===== config.mk =====
export PLATFORM = sky130hd
export DESIGN_NAME = sample_accum_flat
export DESIGN_NICKNAME = d
export VERILOG_FILES = /design/src/rtl/sample_pkg.sv /design/src/rtl/sample_accum_if.sv /design/src/rtl/frame_out_reg.sv /design/src/rtl/sample_accum.sv /design/src/flat_wrapper.sv
export SDC_FILE = /design/constraint.sdc
export NUM_CORES = 1
export LEC_CHECK = 0
export ABC_CLOCK_PERIOD_IN_PS = 3700
export CAP_MARGIN = 25
export CELL_PAD_IN_SITES_DETAIL_PLACEMENT = 2
export CELL_PAD_IN_SITES_GLOBAL_PLACEMENT = 2
export CORE_UTILIZATION = 30
export CTS_BUF_LIST = sky130_fd_sc_hd__clkbuf_8
export DETAILED_ROUTE_END_ITERATION = 8
export DONT_BUFFER_PORTS = 1
export PLACE_DENSITY = 0.67
export RECOVER_POWER = 25
export SYNTH_ARGS = -nofsm -noshare
export SYNTH_HDL_FRONTEND = slang
export SYNTH_SLANG_ARGS = --single-unit

===== constraint.sdc =====
create_clock -name clk -period 3.7 [get_ports clk]
set_input_delay 0.74 -clock clk [delete_from_list [all_inputs] [get_ports clk]]
set_output_delay 0.74 -clock clk [all_outputs]
set_load 0.02 [all_outputs]

===== src/rtl/sample_pkg.sv =====
// Shared types and default parameters for the sampling front end.
//   acc_state_t : accumulator FSM states
//   frame_t     : one finished frame record {sum, min, max} at default widths
//   DW, SP_NUM, TIMEOUT, SW : defaults shared with the sampling FSM
package sample_pkg;

  localparam int unsigned DW      = 12;
  localparam int unsigned SP_NUM  = 6;
  localparam logic [15:0] TIMEOUT = 16'd2000;
  localparam int unsigned SW      = DW + $clog2(SP_NUM + 1);

  typedef enum logic {
    IDLE,
    ACC
  } acc_state_t;

  typedef struct packed {
    logic [SW-1:0] sum;
    logic [DW-1:0] min;
    logic [DW-1:0] max;
  } frame_t;

endpackage


===== src/rtl/sample_accum_if.sv =====
// Frame output bus: one-deep valid/ready record carrying sum, min and max.
//   master : producer (sample_accum) drives frm_valid/frm_sum/frm_min/frm_max
//   slave  : consumer drives frm_ready
interface sample_accum_if #(
  parameter int unsigned DW = sample_pkg::DW,
  parameter int unsigned SW = sample_pkg::SW
);

  logic          frm_valid;
  logic          frm_ready;
  logic [SW-1:0] frm_sum;
  logic [DW-1:0] frm_min;
  logic [DW-1:0] frm_max;

  modport master (
    output frm_valid,
    output frm_sum,
    output frm_min,
    output frm_max,
    input  frm_ready
  );

  modport slave (
    input  frm_valid,
    input  frm_sum,
    input  frm_min,
    input  frm_max,
    output frm_ready
  );

endinterface


===== src/rtl/frame_out_reg.sv =====
// One-deep valid/ready holding register for finished frame records.
//   clk, rst : clock, synchronous active-high reset
//   load_i   : capture frame_i (only asserted while free_o is high)
//   frame_i  : record to capture
//   ready_i  : consumer accepts the held record this cycle
//   valid_o  : a record is held
//   frame_o  : held record, stable while valid_o & !ready_i
//   free_o   : register can take a new record on this edge
module frame_out_reg
  import sample_pkg::*;
(
  input  logic   clk,
  input  logic   rst,
  input  logic   load_i,
  input  frame_t frame_i,
  input  logic   ready_i,
  output logic   valid_o,
  output frame_t frame_o,
  output logic   free_o
);

  logic   valid_q;
  frame_t frame_q;

  always_ff @(posedge clk) begin
    if (rst) begin
      valid_q <= 1'b0;
      frame_q <= '0;
    end else if (load_i) begin
      valid_q <= 1'b1;
      frame_q <= frame_i;
    end else if (ready_i) begin
      valid_q <= 1'b0;
    end
  end

  assign valid_o = valid_q;
  assign frame_o = frame_q;
  assign free_o  = !valid_q || ready_i;

endmodule


===== src/rtl/sample_accum.sv =====
// Frame accumulator: collects SP_NUM strobed ADC samples per frame and
// produces sum/min/max on a one-deep valid/ready output.
//   clk, rst  : 200 MHz clock, synchronous active-high reset
//   sp_en     : sample strobe, adc_data captured when high
//   adc_data  : unsigned ADC sample
//   frm       : frame output bus (master side)
//   ovf_err   : one-cycle pulse, finished frame dropped (output occupied)
//   tmo_err   : one-cycle pulse, partial frame aborted after TIMEOUT idle cycles
//   busy      : frame in progress or sample in the capture stage
// DW must equal sample_pkg::DW since the frame record type follows it.
module sample_accum #(
  parameter int unsigned DW      = sample_pkg::DW,
  parameter int unsigned SP_NUM  = sample_pkg::SP_NUM,
  parameter logic [15:0] TIMEOUT = sample_pkg::TIMEOUT
) (
  input  logic                 clk,
  input  logic                 rst,
  input  logic                 sp_en,
  input  logic [DW-1:0]        adc_data,
  sample_accum_if.master       frm,
  output logic                 ovf_err,
  output logic                 tmo_err,
  output logic                 busy
);

  import sample_pkg::*;

  localparam int unsigned CW = $clog2(SP_NUM + 1);
  localparam int unsigned SW = DW + CW;

  logic          s_vld_q;
  logic [DW-1:0] s_data_q;

  acc_state_t    state_q;
  logic [CW-1:0] cnt_q;
  logic [15:0]   idle_q;
  logic [SW-1:0] sum_q;
  logic [DW-1:0] min_q;
  logic [DW-1:0] max_q;
  logic          done_q;
  logic          ovf_q;
  logic          tmo_q;

  logic          last;
  logic          out_free;
  logic          out_load;
  logic          out_valid;
  frame_t        fin;
  frame_t        out_frame;

  assign last = (cnt_q == CW'(SP_NUM - 1));

  // sum/min/max hold the finished frame for one cycle after completion;
  // a new frame's first sample overwrites them on the same edge that the
  // hand-off reads them, which is safe since reads see pre-edge values.
  assign fin      = '{sum: sum_q, min: min_q, max: max_q};
  assign out_load = done_q && out_free;

  always_ff @(posedge clk) begin
    if (rst) begin
      s_vld_q  <= 1'b0;
      s_data_q <= '0;
      state_q  <= IDLE;
      cnt_q    <= '0;
      idle_q   <= '0;
      sum_q    <= '0;
      min_q    <= '0;
      max_q    <= '0;
      done_q   <= 1'b0;
      ovf_q    <= 1'b0;
      tmo_q    <= 1'b0;
    end else begin
      s_vld_q <= sp_en;
      if (sp_en) s_data_q <= adc_data;

      done_q <= 1'b0;
      tmo_q  <= 1'b0;
      ovf_q  <= done_q && !out_free;

      case (state_q)
        IDLE: begin
          idle_q <= '0;
          if (s_vld_q) begin
            sum_q <= SW'(s_data_q);
            min_q <= s_data_q;
            max_q <= s_data_q;
            if (SP_NUM == 1) begin
              done_q <= 1'b1;
              cnt_q  <= '0;
            end else begin
              cnt_q   <= CW'(1);
              state_q <= ACC;
            end
          end
        end
        ACC: begin
          if (s_vld_q) begin
            // a sample arriving as idle_q would hit TIMEOUT still counts
            idle_q <= '0;
            sum_q  <= sum_q + SW'(s_data_q);
            if (s_data_q < min_q) min_q <= s_data_q;
            if (s_data_q > max_q) max_q <= s_data_q;
            if (last) begin
              done_q  <= 1'b1;
              cnt_q   <= '0;
              state_q <= IDLE;
            end else begin
              cnt_q <= cnt_q + CW'(1);
            end
          end else if ((idle_q + 16'd1) == TIMEOUT) begin
            tmo_q   <= 1'b1;
            idle_q  <= '0;
            cnt_q   <= '0;
            state_q <= IDLE;
          end else begin
            idle_q <= idle_q + 16'd1;
          end
        end
        default: state_q <= IDLE;
      endcase
    end
  end

  frame_out_reg u_out (
    .clk     (clk),
    .rst     (rst),
    .load_i  (out_load),
    .frame_i (fin),
    .ready_i (frm.frm_ready),
    .valid_o (out_valid),
    .frame_o (out_frame),
    .free_o  (out_free)
  );

  assign frm.frm_valid = out_valid;
  assign frm.frm_sum   = out_frame.sum;
  assign frm.frm_min   = out_frame.min;
  assign frm.frm_max   = out_frame.max;

  assign ovf_err = ovf_q;
  assign tmo_err = tmo_q;
  assign busy    = (state_q == ACC) || s_vld_q;

endmodule


===== src/flat_wrapper.sv =====
// flat-port wrapper written by rule: the top's interface ports become plain ports
module sample_accum_flat import sample_pkg::*;
#(
  parameter int unsigned DW      = sample_pkg::DW,
  parameter int unsigned SP_NUM  = sample_pkg::SP_NUM,
  parameter logic [15:0] TIMEOUT = sample_pkg::TIMEOUT
)
  (clk, rst, sp_en, adc_data, ovf_err, tmo_err, busy, frm_frm_valid, frm_frm_sum, frm_frm_min, frm_frm_max, frm_frm_ready);
  sample_accum_if #(.DW(DW), .SW((15))) frm_i ();
  input  logic clk;
  input  logic rst;
  input  logic sp_en;
  input  logic [DW-1:0] adc_data;
  output logic ovf_err;
  output logic tmo_err;
  output logic busy;
  output wire logic [$bits(frm_i.frm_valid)-1:0] frm_frm_valid;
  output wire logic [$bits(frm_i.frm_sum)-1:0] frm_frm_sum;
  output wire logic [$bits(frm_i.frm_min)-1:0] frm_frm_min;
  output wire logic [$bits(frm_i.frm_max)-1:0] frm_frm_max;
  input wire logic [$bits(frm_i.frm_ready)-1:0] frm_frm_ready;
  assign frm_frm_valid = frm_i.frm_valid;
  assign frm_frm_sum = frm_i.frm_sum;
  assign frm_frm_min = frm_i.frm_min;
  assign frm_frm_max = frm_i.frm_max;
  assign frm_i.frm_ready = frm_frm_ready;
  sample_accum #(.DW(DW), .SP_NUM(SP_NUM), .TIMEOUT(TIMEOUT)) u_core (.clk(clk), .rst(rst), .sp_en(sp_en), .adc_data(adc_data), .frm(frm_i), .ovf_err(ovf_err), .tmo_err(tmo_err), .busy(busy));
endmodule

[Word-level counts from Yosys, hierarchy flattened]
Index checks and enable logic that the tools add are counted.
Storage, ports and cells
  register bits: 115
  input bits: 16
  output and inout bits: 43
  logic and storage cells: 69
Cells by class
  add/subtract/negate cells: 3
  order comparisons: 2
  equality and inequality tests: 7
  mux-type cells: 27
  bitwise logic cells: 2
  reduce and logical (&&, ||, !) cells: 13
Operators with widths (count)
  $mux W12: 5
  $pmux W12 S2: 2
  $mux W16: 2
  $pmux W16 S2: 1
  $mux W15: 2
  $pmux W15 S2: 1
  $add A16 B1 Y16 const B: 1
  $eq A16 B11 Y1 const B: 1
  $add A15 B12 Y15: 1
  $gt A12 B12 Y1: 1
  $lt A12 B12 Y1: 1
  $mux W3: 4
  $mux W1: 8
  $pmux W3 S2: 1
  $reduce_and A3 Y1: 2
  $reduce_or A3 Y1: 2
  $ne A2 B1 Y1 const B: 2
  $ne A2 B2 Y1 const B: 2
  $reduce_and A2 Y1: 2
  $add A3 B1 Y3 const B: 1
  $eq A3 B3 Y1 const B: 1
  $ne A3 B2 Y1 const B: 1
  $logic_and A1 B1 Y1: 2
  $logic_not A1 Y1: 2
  4 further kinds: 6

[Logic depth before layout (Yosys ltp)]
Gate-level depths: netlist of the first run.
  word-level depth: 5
  depth in mapped cells: 9
  gate-level depth less buffers: 9

[By module]
Synthesis of the first run repeated with hierarchy kept, for this count alone.
Unflattened totals
  cell total of the unflattened synthesis: 698
  area, all modules: 6102.1 µm²
By module, submodules not included
  sample_accum: times used 1, cells each 568, area each 4643.2 µm², seq. area each 1501.4 µm²
  frame_out_reg: times used 1, cells each 130, area each 1458.9 µm², seq. area each 800.8 µm²

[Least setup slack after synthesis of the first run]
OpenSTA, ideal clock, no wires.
  path type: register -> register
  start point: register u_core.s_data_q[0]
  end point: register u_core.sum_q[12]
  setup time: 0.106 ns
  arrival time: 2.317 ns
  required time: 3.594 ns
  slack: 1.277 ns
  cell stages (with the launch flop): 10
  buffers on the path: 0
  period minus slack after synthesis: 2.423 ns
  cell sequence: dfxtp_1 ha_1 inv_1 fa_1 and2b_1 o31a_1 o41ai_2 o41a_1 or4b_1 o311ai_0
On the way
  cells in the longest elaborated chain, start to end: 3
Ends and longest elaborated chain
  start, declared: RTL line sample_accum.sv:32  | logic [DW-1:0] s_data_q;
  start signal, assigned: RTL line sample_accum.sv:74  | if (sp_en) s_data_q <= adc_data;
  $add A15 B12 Y15: RTL line sample_accum.sv:100  | sum_q <= sum_q + SW'(s_data_q);
  $mux W15: RTL line sample_accum.sv:97  | if (s_vld_q) begin
  $pmux W15 S2: RTL line sample_accum.sv:80  | case (state_q)
  end signal, assigned: RTL line sample_accum.sv:84  | sum_q <= SW'(s_data_q);
  end signal, assigned: RTL line sample_accum.sv:100
  end, declared: RTL line sample_accum.sv:37  | logic [SW-1:0] sum_q;
Every way passes these cells. The select of a mux whose other input is x is not followed.
A chain may end at the register's enable or synchronous reset.

[Worst setup path in the final report of the first run]
Same ends and word-level chain as after synthesis.

==> metrics.md, run 1 <==
| Metric | Value |
|---|---|
| Area share of the largest cell type after synthesis | `41.37%` |
| Cell Count, Final, Fillers Out | `893` |
| TritonCTS buffer count | `17` |
| Category of the worst setup path capture point | `flip-flop` |
| Relative area change from synthesis to final layout | `10.84%` |
| Antenna diodes | `0` |
| Count of placed standard cells including taps | `861` |
| Final Max Tran Viols | `0` |
| GRT Resource Usage Total | `a little under a fifth` |
| Slowest Stage Delay on Critical Path | `0.47 ns` |
| Overall die width | `138.2 um` |
| Number of maximum-capacitance violations | `0` |
| Post-cts hold buffer count | `0` |
| Final clock period utilization by the worst path | `75.48%` |
| # H-tree levels | `4` |
| Worst flop-to-flop path startpoint | `u_core.s_data_q[0]$_SDFFE_PP0P_` |
| Worst Min Path Start | `rst` |
| Transition at the pin with the smallest max-transition slack | `1.436 ns` |
| Dpl hpwl | `12330 um` |
| Multi-input gate area in the final layout | `2974 um^2` |
| Post-synth cell types | `between 50 and 60` |
| Leakage power total | `2.243 nW` |
| Clock buffer depth | `2` |
| Post-DR vias/cell | `5.163` |
| Final setup TNS | `0 ns` |
| CTS Root Buffer Type | `sky130_fd_sc_hd__clkbuf_8` |
| Post-Syn Area | `5565 um^2` |
| Final core utilization | `34.11%` |
| Fraction of final layout cells with drive strength greater than 1 | `between 8 and 9%` |
| Final setup violation count | `0` |
| Wire length of the first global-routing pass | `27740 um` |
| Placeable core region | `18090 um^2` |
| Cell-by-cell listing of the critical path | `ha_1 -> inv_1 -> fa_1 -> and2b_1 -> o31a_1 -> o41ai_2 -> o41a_1 -> or4b_1 -> o311ai_0` |
| Portion of the post-synthesis area used by sequential elements | `41.37%` |
| Detailed-route DRC error count | `6` |
| Net count of the mapped netlist | `705` |
| Total number of nets in the final design | `704` |
| Number of synthesis warnings | `0` |
| Clock Skews | `0.01525 ns` |
| Final Routed Wirelength | `17150 um` |
| FF+latch count, synth | `115` |
| Path category of the worst min-delay check | `input pin to flip-flop` |
| Number of antenna violations at the first check in global routing | `0` |
| DRT antenna net count | `0` |
| Maximum number of pins on one net before global-route repair | `103` |
| Initial Utilization | `30.77%` |
| CTS tree | `built` |
| Dominant cells by area after synthesis | `sky130_fd_sc_hd__dfxtp_1 (41%), sky130_fd_sc_hd__ha_1 (8.1%), sky130_fd_sc_hd__mux2i_1 (7.2%), sky130_fd_sc_hd__nand2_1 (6.5%), sky130_fd_sc_hd__a21oi_1 (5.2%)` |
| Count of flip-flops with a built-in enable after synthesis | `0` |
| Class of the most critical setup path | `flip-flop to flip-flop` |
| Full die area | `19100 um^2` |
| Worst setup path start | `u_core.s_data_q[0]$_SDFFE_PP0P_` |
| Number of primary I/O pins | `59` |
| Power density normalized to cell area | `441.5 nW/um^2` |
| Gpl congestion | `0.7732` |
| Placement row count | `49` |
| Maximum ir drop on the vdd rail | `0.2125 mV` |
| Data required time of the critical path | `a little over 4 ns` |
| Number of cells upsized or downsized after cts | `0` |
| Slew headroom | `4.273%` |
| Unrepaired setup endpoints after global routing | `false` |
| Combined flip-flop and latch cell area | `2302 um^2` |
| Final hold slack | `0.3760 ns` |
| Endpoint arrival time on the critical path | `3.14 ns` |
| Worst-Skew Late Latency | `0.46 ns` |
| Buffers added on ports | `0` |
| Buffers and inverters on the worst path | `1` |
| Routed WL per cell | `19.21 um` |
| Post-CTS setup repair buffer count | `0` |
| Mean instance size in the synthesized netlist | `around 8.5 um^2` |
| Total congestion overflow | `0` |
| Highest fanout seen on the critical path | `6` |
| Failing checks | `DRC` |
| Worst path top cell family by delay | `compound AO/OA/AOI/OAI gates` |
| Predominant post-synthesis flop cell | `sky130_fd_sc_hd__dfxtp_1` |
| Cell at the slowest stage of the critical path | `sky130_fd_sc_hd__or4b_1` |
| Worst-path clk slew | `0.08 ns` |
| Synth async-reset ratio | `0%` |
| Vias after detailed routing | `4611` |
| Vias in the first global route | `between 5000 and 6000` |
| Final number of hold-violating endpoints | `0` |
| Highest clock rate | `~360 MHz` |
| Cells after Synth | `between 600 and 700` |
| Count of routing violations after the opening detailed-route iteration | `232` |
| Result of the run | `finished, violations left` |
| Clock sink total | `115` |
| Cell type with the largest total area after synthesis | `sky130_fd_sc_hd__dfxtp_1` |
| Router iterations before antenna repair | `6` |
| Total of fill cells in the finished design | `2029` |
| Final min period | `approximately 2.8 ns` |
| Chip height | `138.2 um` |
| Startpoint Class | `flip-flop` |
[cell usage in the layout (no fill, tap or decap), types with 14 or more instances in the layout]
master                     count
sky130_fd_sc_hd__a211oi_1     15
sky130_fd_sc_hd__a21oi_1      58
sky130_fd_sc_hd__clkbuf_8     17
sky130_fd_sc_hd__dfxtp_1     115
sky130_fd_sc_hd__ha_1         36
sky130_fd_sc_hd__inv_1        35
sky130_fd_sc_hd__mux2i_1      40
sky130_fd_sc_hd__nand2_1      96
sky130_fd_sc_hd__nand3_1      14
sky130_fd_sc_hd__nor2_1       70
sky130_fd_sc_hd__o21ai_0      17
sky130_fd_sc_hd__xnor2_1      14
[where the power goes]
group	internal [mW]	switching, mW
sequential	1.26	0.0403
combinational	0.0990	0.132
clock	0.601	0.588
total	1.96	0.760
[cell type report]
class	instances	share of cell area, %
multi-input combinational	468	48.21
sequential	115	37.32
tap	229	4.645
clock buffer	17	3.793
clock inverter	15	2.556
inverter	37	2.252
timing repair buffer	12	1.217
[synth_stat cells (all sizes together) (2+ instances only)]
cell type / instances
o41a: 2
a21oi: 58
clkbuf: 19
nor3: 11
nand3b: 2
o2111ai: 2
o211ai: 3
ha: 36
nor2: 79
xnor2: 14
nand4b: 2
nand2b: 2
o311ai: 2
a21o: 3
a221oi: 2
buf: 13
mux2i: 40
inv: 35
nand2: 96
o21a: 2
nand3: 16
a31oi: 5
a211oi: 15
nor4: 3
or3: 5
clkinv: 2
nand4: 9
o21ai: 17
xor2: 5
dfxtp: 115
o21bai: 2
o22ai: 4
and2: 2
or2: 2
o41ai: 2
nor2b: 10
o211a: 2
[layer usage]
metal	share of wire, %	GRT usage, %	up-vias
met4	1.2	6.387	0
li1	-	-	2250
met1	49	24.09	2280
met3	4.1	5.161	14
met5	0	0	-
met2	45	30.48	67
[cell families after synthesis]
group,after synthesis,synth area share (%)
AOI/OAI and AO/OA,126,14.48
xor gates and xnor gates,19,2.990
adders and majority gates,37,8.453
buffers and inverters,69,5.194
DFF,115,41.37
muxes,40,7.194
and+or+nand+nor,246,20.32
[registers in the layout, indices dropped and copies added (netlist names)]
signal	flops
u_core.cnt_q	3
u_core.done_q	1
u_core.idle_q	16
u_core.max_q	12
u_core.min_q	12
u_core.ovf_err	1
u_core.s_data_q	12
u_core.s_vld_q	1
u_core.state_q	1
u_core.sum_q	15
u_core.tmo_err	1
u_core.u_out.frame_o	39
u_core.u_out.valid_o	1
[worst paths after layout]
| check | cells past startpoint | slack, ns | to |
|---|---|---|---|
| worst max-delay path | 9 | 0.91 | u_core.sum_q[12]$_SDFFE_PP0P_ |
| worst min-delay path | 1 | 0.38 | u_core.sum_q[7]$_SDFFE_PP0P_ |
| worst max register to register | 9 | 0.91 | u_core.sum_q[12]$_SDFFE_PP0P_ |
| worst min register to register | 2 | 0.48 | u_core.u_out.frame_o[21]$_SDFFE_PP0P_ |
[through the flow]
stage,cell area (um^2),total power [mW],worst slack [ns]
finish,6168,2.724,0.9073
global route,6168,2.846,0.7356
CTS,6183,2.765,0.9069
detailed placement,5792,1.566,0.9281
global placement,5792,1.552,1.083
floorplan,5565,1.504,1.277
[worst reg2reg max path, cell delays in order (launching register included)]
cell and delay [ns]:
sky130_fd_sc_hd__dfxtp_1 0.45, sky130_fd_sc_hd__ha_1 0.24, sky130_fd_sc_hd__inv_1 0.07, sky130_fd_sc_hd__fa_1 0.38, sky130_fd_sc_hd__and2b_1 0.25, sky130_fd_sc_hd__o31a_1 0.22, sky130_fd_sc_hd__o41ai_2 0.12, sky130_fd_sc_hd__o41a_1 0.38
sky130_fd_sc_hd__or4b_1 0.48, sky130_fd_sc_hd__o311ai_0 0.10
No activity file was read; power rests on OpenSTA's default activity.
==> run 2: changes to the inputs <==
- ABC_AREA: not set -> 1
- ABC_CLOCK_PERIOD_IN_PS: 3700 -> 2300
- PLACE_DENSITY: 0.67 -> 0.73
- clock period: 3.7 -> 2.3 ns (I/O delays scaled with it)
==> metrics.md, run 2 <==
| Metric | Value |
|---|---|
| Gpl congestion | `0.8180 (was 0.7732)` |
| Predominant post-synthesis flop cell | `sky130_fd_sc_hd__dfxtp_1 (unchanged)` |
| Cell-by-cell listing of the critical path | `ha_1 -> inv_1 -> fa_1 -> inv_1 -> nand3_1 -> nand2_1 -> a21oi_1 -> nor2_2 -> nand3_1 -> nand2_1 -> xor2_1 -> a21oi_1 -> nor2_1 (was ha_1 -> inv_1 -> fa_1 -> and2b_1 -> o31a_1 -> o41ai_2 -> o41a_1 -> or4b_1 -> o311ai_0)` |
| Number of synthesis warnings | `0 (unchanged)` |
| Data required time of the critical path | `2.69 ns (was 4.04 ns)` |
| Placeable core region | `17540 um^2 (was 18090 um^2)` |
| CTS Root Buffer Type | `sky130_fd_sc_hd__clkbuf_8 (unchanged)` |
| Endpoint arrival time on the critical path | `2.54 ns (was 3.14 ns)` |
| Final min period | `2.144 ns (was 2.793 ns)` |
| Final number of hold-violating endpoints | `0 (unchanged)` |
| Total congestion overflow | `0 (unchanged)` |
| Portion of the post-synthesis area used by sequential elements | `42.20% (was 41.37%)` |
| Cells after Synth | `742 (was 652)` |
| TritonCTS buffer count | `17 (unchanged)` |
| Final setup violation count | `0 (unchanged)` |
| Wire length of the first global-routing pass | `28730 um (was 27740 um)` |
| Dpl hpwl | `13000 um (was 12330 um)` |
| Maximum number of pins on one net before global-route repair | `43 (was 103)` |
| DRT antenna net count | `0 (unchanged)` |
| Fraction of final layout cells with drive strength greater than 1 | `9.791% (was 8.886%)` |
| Class of the most critical setup path | `flip-flop to flip-flop (unchanged)` |
| Clock sink total | `115 (unchanged)` |
| PnR worst setup slack | `0.1556 ns (was 0.9073 ns)` |
| Total number of nets in the final design | `807 (was 704)` |
| Cell type with the largest total area after synthesis | `sky130_fd_sc_hd__dfxtp_1 (unchanged)` |
| Full die area | `18730 um^2 (was 19100 um^2)` |
| Power density normalized to cell area | `723.1 nW/um^2 (was 441.5 nW/um^2)` |
| Clock Skews | `0.01239 ns (was 0.01525 ns)` |
| Path category of the worst min-delay check | `input pin to flip-flop (unchanged)` |
| Commonest cells after routing, fill and taps aside | `sky130_fd_sc_hd__nand2_1 (111), sky130_fd_sc_hd__dfxtp_1 (111), sky130_fd_sc_hd__nor2_1 (99), sky130_fd_sc_hd__a21oi_1 (85), sky130_fd_sc_hd__inv_1 (81) (was sky130_fd_sc_hd__dfxtp_1 (115), sky130_fd_sc_hd__nand2_1 (96), sky130_fd_sc_hd__nor2_1 (70), sky130_fd_sc_hd__a21oi_1 (58), sky130_fd_sc_hd__mux2i_1 (40))` |
| Number of antenna violations at the first check in global routing | `0 (unchanged)` |
| Cell at the slowest stage of the critical path | `sky130_fd_sc_hd__dfxtp_4 (was sky130_fd_sc_hd__or4b_1)` |
| Placement Cell Area | `5776 um^2 (was 5792 um^2)` |
| FF+latch count, synth | `115 (unchanged)` |
| Count of flip-flops with a built-in enable after synthesis | `0 (unchanged)` |
| Placement row count | `48 (was 49)` |
| Initial Utilization | `31.11% (was 30.77%)` |
| Vias in the first global route | `5678 (was 5017)` |
| Buffers added on ports | `0 (unchanged)` |
| Synth async-reset ratio | `0% (unchanged)` |
| Post-DR vias/cell | `5.171 (was 5.163)` |
| Router iterations before antenna repair | `4 (was 6)` |
| Number of maximum-capacitance violations | `1 (was 0)` |
| Cell types with the highest counts after synthesis | `sky130_fd_sc_hd__dfxtp_1 (115), sky130_fd_sc_hd__nand2_1 (112), sky130_fd_sc_hd__nor2_1 (102), sky130_fd_sc_hd__a21oi_1 (85), sky130_fd_sc_hd__inv_1 (80) (was sky130_fd_sc_hd__dfxtp_1 (115), sky130_fd_sc_hd__nand2_1 (96), sky130_fd_sc_hd__nor2_1 (70), sky130_fd_sc_hd__a21oi_1 (58), sky130_fd_sc_hd__mux2i_1 (40))` |
| Clock buffer depth | `2 (unchanged)` |
| # H-tree levels | `4 (unchanged)` |
| Count of routing violations after the opening detailed-route iteration | `173 (was 232)` |
| Result of the run | `finished, violations left (unchanged)` |
| Final Max Tran Viols | `43 (was 0)` |
| Max reg flops | `39 (unchanged)` |
| Most used standard cell by instance count after synthesis | `sky130_fd_sc_hd__dfxtp_1 (unchanged)` |
| Transition at the pin with the smallest max-transition slack | `1.611 ns (was 1.436 ns)` |
| Relative area change from synthesis to final layout | `14.15% (was 10.84%)` |
| Maximum ir drop on the vdd rail | `0.4435 mV (was 0.2125 mV)` |
| Worst flop-to-flop path startpoint | `u_core.s_data_q[0]$_SDFFE_PP0P_ (unchanged)` |
| Worst Min Path Start | `rst (unchanged)` |
| Worst-Skew Late Latency | `0.46 ns (about the same)` |
| Chip height | `136.9 um (was 138.2 um)` |
| Multi-input gate area in the final layout | `2739 um^2 (was 2974 um^2)` |
| Routed WL per cell | `18.03 um (was 19.21 um)` |
| Mean instance size in the synthesized netlist | `7.352 um^2 (was 8.536 um^2)` |
| Failing checks | `capacitance limit, slew limit (was DRC)` |
| Highest fanout seen on the critical path | `5 (was 6)` |
| Post-synth cell types | `35 (was 58)` |
| Dominant cells by area after synthesis | `sky130_fd_sc_hd__dfxtp_1 (42%), sky130_fd_sc_hd__ha_1 (8.3%), sky130_fd_sc_hd__a21oi_1 (7.8%), sky130_fd_sc_hd__nand2_1 (7.7%), sky130_fd_sc_hd__o21ai_0 (7.2%) (was sky130_fd_sc_hd__dfxtp_1 (41%), sky130_fd_sc_hd__ha_1 (8.1%), sky130_fd_sc_hd__mux2i_1 (7.2%), sky130_fd_sc_hd__nand2_1 (6.5%), sky130_fd_sc_hd__a21oi_1 (5.2%))` |
| Area share of the largest cell type after synthesis | `42.20% (was 41.37%)` |
| Worst-path clk slew | `0.07 ns (was 0.08 ns)` |
| Vias after detailed routing | `5130 (was 4611)` |
| Total of fill cells in the finished design | `2108 (was 2029)` |
| Summed area of non-filler cells in the final layout | `6227 um^2 (was 6168 um^2)` |
| Setup slack at placement | `0.04710 ns (was 0.9281 ns)` |
| Buffers and inverters on the worst path | `2 (was 1)` |
| Category of the worst setup path capture point | `flip-flop (unchanged)` |
| Startpoint Class | `flip-flop (unchanged)` |
| Net count of the mapped netlist | `795 (was 705)` |
| Worst setup path start | `u_core.s_data_q[0]$_SDFFE_PP0P_ (unchanged)` |
| Overall die width | `136.9 um (was 138.2 um)` |
| Detailed-route DRC error count | `0 (was 6)` |
| Slowest Stage Delay on Critical Path | `0.37 ns (was 0.47 ns)` |
| Leakage power total | `2.584 nW (was 2.243 nW)` |
| Post-cts hold buffer count | `0 (unchanged)` |
| Highest clock rate | `466.3 MHz (was 358.1 MHz)` |
| Number of primary I/O pins | `59 (unchanged)` |
| Final Routed Wirelength | `17880 um (was 17150 um)` |
| Slew headroom | `-7.378% (was 4.273%)` |
| CTS tree | `built (unchanged)` |
| GRT Resource Usage Total | `20.26% (was 18.81%)` |
| Combined flip-flop and latch cell area | `2310 um^2 (was 2302 um^2)` |
| Final clock period utilization by the worst path | `93.24% (was 75.48%)` |
| Worst path top cell family by delay | `simple AND/OR/NAND/NOR gates (was compound AO/OA/AOI/OAI gates)` |
| Post-Syn Area | `5455 um^2 (was 5565 um^2)` |
==> run 2: logic make-up after synthesis <==
group                      Yosys count  share of synthesized area (%)
xor gates and xnor gates            10                          1.605
adders and majority gates           37                          8.624
DFF                                115                          42.20
buffers and inverters              115                          8.142
and+or+nand+nor                    283                          22.09
AOI/OAI and AO/OA                  182                          17.34
==> run 2: worst paths after layout <==
| kind | to | slack (ns) | depth (start not counted) |
|---|---|---|---|
| min | u_core.max_q[4]$_SDFFE_PP0P_ | 0.07 | 1 |
| max reg2reg | u_core.sum_q[10]$_SDFFE_PP0P_ | 0.16 | 13 |
| max | u_core.sum_q[10]$_SDFFE_PP0P_ | 0.16 | 13 |
| min reg2reg | u_core.idle_q[0]$_SDFF_PP0_ | 0.47 | 1 |
==> run 2: report_power, final <==
part	internal (mW)	switching, mW
registers	2.05	0.0672
clock network	0.982	0.898
logic	0.174	0.328
total	3.21	1.29
==> run 2: area by class of cell <==
class                           instances  area share, %
Inverter                               86          5.184
Multi-Input combinational cell        512          43.98
Clock buffer                           18          3.978
Clock inverter                         13          2.210
Sequential cell                       115          37.09
Tap cell                              225          4.521
Antenna cell                            1        0.04018
Timing Repair Buffer                   22          2.994
==> run 2: stage by stage <==
step                utilization [%]  std cells  hold slack (ns)  setup TNS, ns  power, mW
global placement              32.93        955           0.4547              0      2.621
floorplan                         -        742           0.4358              0      2.483
CTS                           35.13        986          0.03727              0      4.562
global route                  35.50        991          0.04425       -0.01216      4.722
detailed placement            32.93        955           0.4785              0      2.659
finish                        35.51        992          0.07376              0      4.503
==> run 2: what timing repair did <==
item	4_1_cts	5_1_grt
hold endpoints to repair	0	0
setup endpoints to repair	0	21
gates resized for setup	0	11
buffers inserted	0	5
==> run 2: per-layer routing <==
metal	part of all wire [%]	track usage, %
met1	43	22.67
met5	0	0
met4	1.8	7.692
met3	3.7	4.778
met2	52	36.94
==> run 3: changes to the inputs <==
- PLACE_DENSITY: 0.73 -> not set
- PLACE_DENSITY_LB_ADDON: not set -> 0.1
==> metrics.md, run 3 (synthesis gave the netlist of run 2 again) <==
| Metric | Value |
|---|---|
| Result of the run | `finished, violations left (unchanged)` |
| Failing checks | `capacitance limit, slew limit (unchanged)` |
| Transition at the pin with the smallest max-transition slack | `1.607 ns (was 1.611 ns)` |
| Worst-path clk slew | `0.07 ns (about the same)` |
| Class of the most critical setup path | `flip-flop to flip-flop (unchanged)` |
| Final clock period utilization by the worst path | `92.50% (was 93.24%)` |
| Final setup TNS | `0 ns (unchanged)` |
| Final min period | `2.128 ns (was 2.144 ns)` |
| Number of antenna violations at the first check in global routing | `1 (was 0)` |
| Number of maximum-capacitance violations | `1 (unchanged)` |
| Final number of hold-violating endpoints | `0 (unchanged)` |
| Vias in the first global route | `5591 (was 5678)` |
| Maximum number of pins on one net before global-route repair | `45 (was 43)` |
| CTS tree | `built (unchanged)` |
| Vias after detailed routing | `4996 (was 5130)` |
| Number of primary I/O pins | `59 (unchanged)` |
| Router iterations before antenna repair | `4 (unchanged)` |
| Overall die width | `136.9 um (unchanged)` |
| Total of fill cells in the finished design | `2092 (was 2108)` |
| Clock sink total | `115 (unchanged)` |
| Wire length of the first global-routing pass | `28920 um (was 28730 um)` |
| DR WL met3 | `491 um (was 666 um)` |
| Slew headroom | `-7.136% (was -7.378%)` |
| Detailed-route DRC error count | `0 (unchanged)` |
| Top routing layer in use | `met5 (was met4)` |
| DRT antenna net count | `0 (unchanged)` |
| Count of routing violations after the opening detailed-route iteration | `170 (was 173)` |
| Fraction of final layout cells with drive strength greater than 1 | `9.673% (was 9.791%)` |
| Clock buffer depth | `2 (unchanged)` |
| Total congestion overflow | `0 (unchanged)` |
| Initial Utilization | `31.11% (unchanged)` |
| Relative area change from synthesis to final layout | `14.40% (was 14.15%)` |
| # H-tree levels | `4 (unchanged)` |
| GRT Resource Usage Total | `20.54% (was 20.26%)` |
| Post-CTS setup repair buffer count | `0 (unchanged)` |
| Data required time of the critical path | `2.69 ns (about the same)` |
| Power density normalized to cell area | `765.6 nW/um^2 (was 723.1 nW/um^2)` |
| Chip height | `136.9 um (unchanged)` |
| Post-cts hold buffer count | `0 (unchanged)` |
| Startpoint Class | `flip-flop (unchanged)` |
| Placement row count | `48 (unchanged)` |
| Highest fanout seen on the critical path | `4 (was 5)` |
| Dpl hpwl | `13090 um (was 13000 um)` |
| Leakage power total | `2.600 nW (was 2.584 nW)` |
| Maximum ir drop on the vdd rail | `0.3368 mV (was 0.4435 mV)` |
| Worst-Skew Late Latency | `0.45 ns (was 0.46 ns)` |
| Clock Skews | `0.009857 ns (was 0.01239 ns)` |
| Total number of nets in the final design | `807 (unchanged)` |
| Full die area | `18730 um^2 (unchanged)` |
| Commonest cells after routing, fill and taps aside | `sky130_fd_sc_hd__nand2_1 (111), sky130_fd_sc_hd__dfxtp_1 (111), sky130_fd_sc_hd__nor2_1 (100), sky130_fd_sc_hd__a21oi_1 (85), sky130_fd_sc_hd__inv_1 (80) (was sky130_fd_sc_hd__nand2_1 (111), sky130_fd_sc_hd__dfxtp_1 (111), sky130_fd_sc_hd__nor2_1 (99), sky130_fd_sc_hd__a21oi_1 (85), sky130_fd_sc_hd__inv_1 (81))` |
| Gpl congestion | `0.7918 (was 0.8180)` |
| Placeable core region | `17540 um^2 (unchanged)` |
| Routed WL per cell | `17.91 um (was 18.03 um)` |
| Endpoint arrival time on the critical path | `2.52 ns (was 2.54 ns)` |
| Number of cells upsized or downsized after cts | `0 (unchanged)` |
| CTS Root Buffer Type | `sky130_fd_sc_hd__clkbuf_8 (unchanged)` |
| Combined flip-flop and latch cell area | `2307 um^2 (was 2310 um^2)` |
| TritonCTS buffer count | `17 (unchanged)` |
| Multi-input gate area in the final layout | `2734 um^2 (was 2739 um^2)` |
| Overall power after layout | `4.778 mW (was 4.503 mW)` |
| Max reg flops | `39 (unchanged)` |
| Category of the worst setup path capture point | `flip-flop (unchanged)` |
| Path category of the worst min-delay check | `input pin to flip-flop (unchanged)` |
| Buffers added on ports | `0 (unchanged)` |
| Highest clock rate | `470.0 MHz (was 466.3 MHz)` |
| Unrepaired setup endpoints after global routing | `false` |
| Final Routed Wirelength | `17730 um (was 17880 um)` |
| Final setup violation count | `0 (unchanged)` |
| Met1 wire length | `8077 um (was 7670 um)` |
| Total met2 wirelength after detailed routing | `8662 um (was 9226 um)` |
| Final Max Tran Viols | `45 (was 43)` |
| Antenna diodes | `0 (was 1)` |
| Post-DR vias/cell | `5.046 (was 5.171)` |
[run 3: changes by cell type in the layout (fill, tap and decap cells not counted), sizes merged]
cell / before / now
clkbuf: 19 / 20
diode: 1 / 0
clkinv: 5 / 4
bufinv: 2 / 5
buf: 21 / 20
clkinvlp: 4 / 3
inv: 88 / 86
[run 3: path summary, 6_finish.rpt]
check	slack, ns	end	from	cells past startpoint
setup / recovery	0.17	u_core.sum_q[10]$_SDFFE_PP0P_	u_core.s_data_q[0]$_SDFFE_PP0P_	13
hold / removal	0.07	u_core.sum_q[7]$_SDFFE_PP0P_	rst	1
setup reg to reg	0.17	u_core.sum_q[10]$_SDFFE_PP0P_	u_core.s_data_q[0]$_SDFFE_PP0P_	13
hold reg to reg	0.45	u_core.idle_q[0]$_SDFF_PP0_	u_core.idle_q[0]$_SDFF_PP0_	1
[run 3: through the flow]
step	std cells	util (%)	setup slack [ns]	area, um^2	hold slack [ns]
after floorplan	742	-	0.4045	5455	0.4358
after global placement	960	33.01	0.1988	5788	0.4532
after detailed placement	960	33.01	0.07976	5788	0.4751
after CTS	990	35.50	0.02657	6226	0.03960
after global routing	990	35.59	0.0004312	6241	0.04383
final	990	35.59	0.1724	6241	0.07348
[run 3: area by class of cell]
cell class                 count  area share [%]
clock inverter                12           3.047
inverter                      86           5.172
clock buffer                  18           3.970
sequential                   115           36.97
timing repair buffer          22           2.526
tap                          225           4.511
multi-input combinational    512           43.81
[run 3: where the power goes]
part | switching, mW | total, mW | internal [mW] | leakage, nW
clock network | 0.870 | 2.16 | 1.29 | 0.219
logic | 0.324 | 0.498 | 0.174 | 1.45
registers | 0.0617 | 2.12 | 2.06 | 0.935
[run 3: critical path: stages, from the launching register on]
cell and delay, ns:
sky130_fd_sc_hd__dfxtp_1 0.34, sky130_fd_sc_hd__ha_2 0.18, sky130_fd_sc_hd__inv_1 0.05, sky130_fd_sc_hd__fa_1 0.38, sky130_fd_sc_hd__inv_2 0.08, sky130_fd_sc_hd__nand3_1 0.06, sky130_fd_sc_hd__nand2_1 0.11, sky130_fd_sc_hd__a21oi_1 0.11
sky130_fd_sc_hd__nor2_2 0.21, sky130_fd_sc_hd__nand3_1 0.11, sky130_fd_sc_hd__nand2_1 0.09, sky130_fd_sc_hd__xor2_1 0.17, sky130_fd_sc_hd__a21oi_1 0.10, sky130_fd_sc_hd__nor2_1 0.09
[run 3: routing by layer]
metal	track usage, %	vias up
met5	0	-
met4	9.035	2
met3	4.407	33
met2	35.56	62
met1	24.30	2432
li1	-	2467
